===== config.mk =====
export PLATFORM = sky130hd
export DESIGN_NAME = sevenseg_decoder
export DESIGN_NICKNAME = d
export VERILOG_FILES = /design/src/rtl/sevenseg_decoder.sv
export SDC_FILE = /design/constraint.sdc
export NUM_CORES = 1
export LEC_CHECK = 0
export ABC_AREA = 1
export BUFFER_PORTS_ARGS = -buffer_cell sky130_fd_sc_hd__clkbuf_2
export CAP_MARGIN = 20
export CORE_MARGIN = 5
export CORE_UTILIZATION = 45
export DETAILED_ROUTE_END_ITERATION = 12
export PLACE_DENSITY = 0.77
export SYNTH_ARGS = -nofsm -noshare
export SYNTH_HDL_FRONTEND = slang
export SYNTH_SLANG_ARGS = --single-unit

===== constraint.sdc =====
create_clock -name CLK -period 2.2 [get_ports CLK]
set_input_delay 0.11 -clock CLK [delete_from_list [all_inputs] [get_ports CLK]]
set_output_delay 0.11 -clock CLK [all_outputs]
set_load 0.05 [all_outputs]

===== src/rtl/sevenseg_decoder.sv =====
// sevenseg_decoder
// Turns four captured active-low seven-segment digit patterns (MM:SS) back
// into binary minutes and seconds. One digit is decoded per clock by a small
// state machine; results come out through a start/busy/valid handshake with
// an error flag for illegal patterns or out-of-range times.

module sevenseg_decoder (
   input  logic       CLK,
   input  logic       Reset,
   input  logic       start,
   input  logic [6:0] HexM_2,
   input  logic [6:0] HexM_1,
   input  logic [6:0] HexS_2,
   input  logic [6:0] HexS_1,
   output logic [1:0] Qm,
   output logic [5:0] Qs,
   output logic       busy,
   output logic       valid,
   output logic       err
);

   typedef enum logic [2:0] {
      IDLE   = 3'd0,
      DEC_S1 = 3'd1,
      DEC_S2 = 3'd2,
      DEC_M1 = 3'd3,
      DEC_M2 = 3'd4,
      CHECK  = 3'd5
   } state_t;

   state_t state;
   state_t state_next;

   logic [6:0] hex_m2_q;
   logic [6:0] hex_m1_q;
   logic [6:0] hex_s2_q;
   logic [6:0] hex_s1_q;

   logic [3:0] min_tens;
   logic [3:0] min_ones;
   logic [3:0] sec_tens;
   logic [3:0] sec_ones;
   logic       illegal_q;

   logic [6:0] cur_pattern;
   logic [3:0] dec_digit;
   logic       dec_illegal;

   logic       range_ok;
   logic [5:0] sec_tens6;
   logic [5:0] qs_calc;

   // State register: the decode sequence restarts from IDLE on reset
   always_ff @(posedge CLK) begin
      if (Reset)
         state <= IDLE;
      else
         state <= state_next;
   end

   // Next-state logic: accept a request only from IDLE, then walk the digits
   always_comb begin
      state_next = state;
      case (state)
         IDLE:    if (start) state_next = DEC_S1;
         DEC_S1:  state_next = DEC_S2;
         DEC_S2:  state_next = DEC_M1;
         DEC_M1:  state_next = DEC_M2;
         DEC_M2:  state_next = CHECK;
         CHECK:   state_next = IDLE;
         default: state_next = IDLE;
      endcase
   end

   // FSM outputs: busy covers every non-idle state
   always_comb begin
      busy = (state != IDLE);
   end

   // Select the latched pattern belonging to the digit decoded this cycle
   always_comb begin
      cur_pattern = 7'h7F;
      case (state)
         DEC_S1:  cur_pattern = hex_s1_q;
         DEC_S2:  cur_pattern = hex_s2_q;
         DEC_M1:  cur_pattern = hex_m1_q;
         DEC_M2:  cur_pattern = hex_m2_q;
         default: cur_pattern = 7'h7F;
      endcase
   end

   // Pattern-to-BCD lookup; anything not in the table (blank included) is illegal
   always_comb begin
      dec_digit   = 4'd0;
      dec_illegal = 1'b0;
      case (cur_pattern)
         7'h40:   dec_digit = 4'd0;
         7'h79:   dec_digit = 4'd1;
         7'h24:   dec_digit = 4'd2;
         7'h30:   dec_digit = 4'd3;
         7'h19:   dec_digit = 4'd4;
         7'h12:   dec_digit = 4'd5;
         7'h02:   dec_digit = 4'd6;
         7'h78:   dec_digit = 4'd7;
         7'h00:   dec_digit = 4'd8;
         7'h10:   dec_digit = 4'd9;
         default: begin
            dec_digit   = 4'd0;
            dec_illegal = 1'b1;
         end
      endcase
   end

   // Capture inputs on an accepted request and fill one digit register per decode state
   always_ff @(posedge CLK) begin
      if (Reset) begin
         hex_m2_q  <= 7'd0;
         hex_m1_q  <= 7'd0;
         hex_s2_q  <= 7'd0;
         hex_s1_q  <= 7'd0;
         min_tens  <= 4'd0;
         min_ones  <= 4'd0;
         sec_tens  <= 4'd0;
         sec_ones  <= 4'd0;
         illegal_q <= 1'b0;
      end else begin
         case (state)
            IDLE: begin
               illegal_q <= 1'b0;
               if (start) begin
                  hex_m2_q <= HexM_2;
                  hex_m1_q <= HexM_1;
                  hex_s2_q <= HexS_2;
                  hex_s1_q <= HexS_1;
               end
            end
            DEC_S1: begin
               sec_ones <= dec_digit;
               if (dec_illegal) illegal_q <= 1'b1;
            end
            DEC_S2: begin
               sec_tens <= dec_digit;
               if (dec_illegal) illegal_q <= 1'b1;
            end
            DEC_M1: begin
               min_ones <= dec_digit;
               if (dec_illegal) illegal_q <= 1'b1;
            end
            DEC_M2: begin
               min_tens <= dec_digit;
               if (dec_illegal) illegal_q <= 1'b1;
            end
            default: begin
            end
         endcase
      end
   end

   // Range check and binary seconds; tens*10 is built from shifts to avoid a multiplier
   always_comb begin
      range_ok  = (sec_tens <= 4'd5) && (min_tens == 4'd0) && (min_ones <= 4'd3);
      sec_tens6 = {2'b00, sec_tens};
      qs_calc   = (sec_tens6 << 3) + (sec_tens6 << 1) + {2'b00, sec_ones};
   end

   // Result registers: only CHECK updates them, so they hold between requests
   always_ff @(posedge CLK) begin
      if (Reset) begin
         Qm    <= 2'd0;
         Qs    <= 6'd0;
         err   <= 1'b0;
         valid <= 1'b0;
      end else begin
         valid <= (state == CHECK);
         if (state == CHECK) begin
            if (range_ok && !illegal_q) begin
               Qm  <= min_ones[1:0];
               Qs  <= qs_calc;
               err <= 1'b0;
            end else begin
               Qm  <= 2'd0;
               Qs  <= 6'd0;
               err <= 1'b1;
            end
         end
      end
   end

endmodule


==> metrics <==
Initial Util 46.99%; DIE WIDTH 89.10 um; met3 usage 4.147%; pre-CTS WS 0.1894 ns; first-pass GRT wire length 11400 um; VDD IR max 516.5 uV; endpoints failing hold 0; dominant cells by area after synthesis dfxtp_1, nand2_1, a21oi_1; RSZ-0062 raised after global routing no; worst-path cell chain inv_4, nand3_1, nand2_1, nor2_2, inv_2, nand2_1, inv_1, nor2_2, nand2_2, nand2_2, nor2_4, nand2_1, o211ai_1, inv_1; Mapped Area 0.002815 mm^2; Leakage 0.001517 uW; GR Layer Usage met2 27.60%; Critical Path Start Type flop; die boundary height 89.10 um; max-slew violation count 0; syn nets 425; Post-CTS Setup Inserts 0; Sink Count 58; Vias 2676; n_diodes 0; Clock Root Buffer clkbuf_8; Hold Path Class input port to flop; critical path capture point type flop; # hold bufs at CTS 0; Design Area, Final 0.003288 mm^2; cell taking the most area after synthesis dfxtp_1; CTS Buf Count 9; most frequent cell after synthesis nand2_1; post-route core utilization 54.89%; via/cell ratio 5.310; Total GRT Usage 18.13%; final setup TNS 0 ns; H-Tree Depth 3; die area 0.007938 mm^2; hold path startpoint HexS_2[0]; crit path max fanout 23; power per cell area 847.2 mW/mm^2; CTS tree yes; grt ovf 0; Port Buffer Count 41; crit path time final 1.947 ns; Total Nets Final 463; Crit path largest cell delay 0.33 ns; delay-heaviest family, CP simple AND/OR/NAND/NOR gates; Crit-path slowest cell dfxtp_1; Final period util 88.48%; EDFF count, synth 0; WL per Instance 13.06 um; DP Wirelength 4601 um; sequential area share after synthesis 41.24%; worst-margin pin slew 0.5935 ns; initial DRC count 198; max-cap viol count 0; syn avg cell area 7.293 um^2; CTS clk-pin slew, worst paths 0.07 ns; required time worst endpoint 2.44 ns; IO Pins 42; Post-synth ARST share 0%; clock tree buffer depth 2; initial antenna violation count 0; hold slack final 0.01593 ns; share of cells above drive strength 1 20.98%; final setup vio count 0; global routing's busiest layer met2; reg-to-reg startpoint state[2]$_SDFFE_PP0P_; most frequent CP cell nand2_1; Buf/Inv on CP 4; Setup Skew 0.006542 ns; Syn Inst Count 386; 1st-pass router iterations 4; ys flop type dfxtp_1; core area 0.005991 mm^2; worst skew pair latency 0.34 ns; fillers 550; Yosys cell types 27; CP Launch Point state[2]$_SDFFE_PP0P_; WS Path Type flop to flop; detailed-route DRC error count 0; synthesized flop and latch total 58; met1 Use GR 24.28%; Area Overhead vs Synth 16.80%; top post-synthesis cells by count nand2_1, dfxtp_1, a21oi_1, nand3_1, inv_1; share of the synthesized area in the top cell type 41.24%; Row Count 28; area post-placement 0.003065 mm^2; Syn. warnings 0; DRT Wirelength 6583 um; Slew HR 60.29%; post-route antenna net violation count 0; vias in the first global route 2612; final setup margin 0.2534 ns; Final GP Congestion 0.8525; status completed; Max Clk Rate 513.7 MHz; pin count of the biggest net entering global routing 39; Worst Path Arrival 2.18 ns
## through the flow
step                      power (uW)  cells
after floorplan                 1606    386
after global placement          1710    488
after detailed placement        1724    488
after CTS                       2801    504
after global routing            2927    504
final                           2786    504
## power breakdown
group          internal [uW]  leakage, uW  switching (uW)
clock network            634     0.000105             441
logic                    180     0.000938             342
registers               1130     0.000474            61.3
total                   1940      0.00152             844
## area by class of cell
cell class              instances  area (um^2)  share of cell area (%)
clock buffers                   9        123.9                   3.767
clock inverters                 7        93.84                   2.854
inverters                      31        123.9                   3.767
multi-input cells             274         1416                   43.07
flip-flops and latches         58         1164                   35.39
well taps                      75        93.84                   2.854
repair buffers                 50        272.8                   8.295
## registers in the layout (all words and copies together), names as in the netlist, 3 cells and up
| signal | count |
|---|---|
| sec_tens | 4 |
| hex_m1_q | 7 |
| hex_m2_q | 7 |
| min_tens | 4 |
| min_ones | 4 |
| hex_s2_q | 7 |
| sec_ones | 4 |
| state | 3 |
| Qs | 6 |
| hex_s1_q | 7 |
## cell usage in the layout, fill, tap and decap left out, types with 7 or more instances in the layout
master,count
nand2_1,78
dfxtp_1,56
a21oi_1,55
nand3_1,47
clkbuf_2,41
inv_1,26
nor2_1,23
nand4_1,20
o21ai_0,16
clkbuf_8,9
buf_4,9
nor2_2,7
## final timing paths
kind | endpoint | slack [ns] | depth (start not counted)
worst max-delay path | min_ones[2]$_SDFFE_PP0N_ | 0.25 | 14
worst min-delay path | hex_s2_q[0]$_SDFFE_PP0P_ | 0.02 | 3
worst max register to register | min_ones[2]$_SDFFE_PP0N_ | 0.25 | 14
worst min register to register | illegal_q$_SDFFE_PP0P_ | 0.45 | 2
## layer usage
layer	share of wire, %	wire length (um)
met1	46	3005
met3	4.8	315
met4	2.0	132
met5	0	0
met2	48	3129
## worst register-to-register path: stages, from the launching register on
cell and delay (ns):
dfxtp_1 0.33, inv_4 0.19, nand3_1 0.20, nand2_1 0.13, nor2_2 0.04, inv_2 0.16
nand2_1 0.14, inv_1 0.10, nor2_2 0.05, nand2_2 0.06, nand2_2 0.07, nor2_4 0.14
nand2_1 0.07, o211ai_1 0.09, inv_1 0.05
## cell families after synthesis
logic type      count (synthesis)  share of synthesized area [%]
buf+inv                        54                          8.444
xor+xnor                        2                         0.6223
fa+ha+maj                       8                          4.089
flops                          58                          41.24
compound gates                 78                          14.40
simple gates                  186                          31.20
## repair_timing
action,CTS,global route
hold endpoints to repair,0,0
resized for setup,0,4
setup endpoints to repair,0,11
Power figures use the tool's default switching activity.
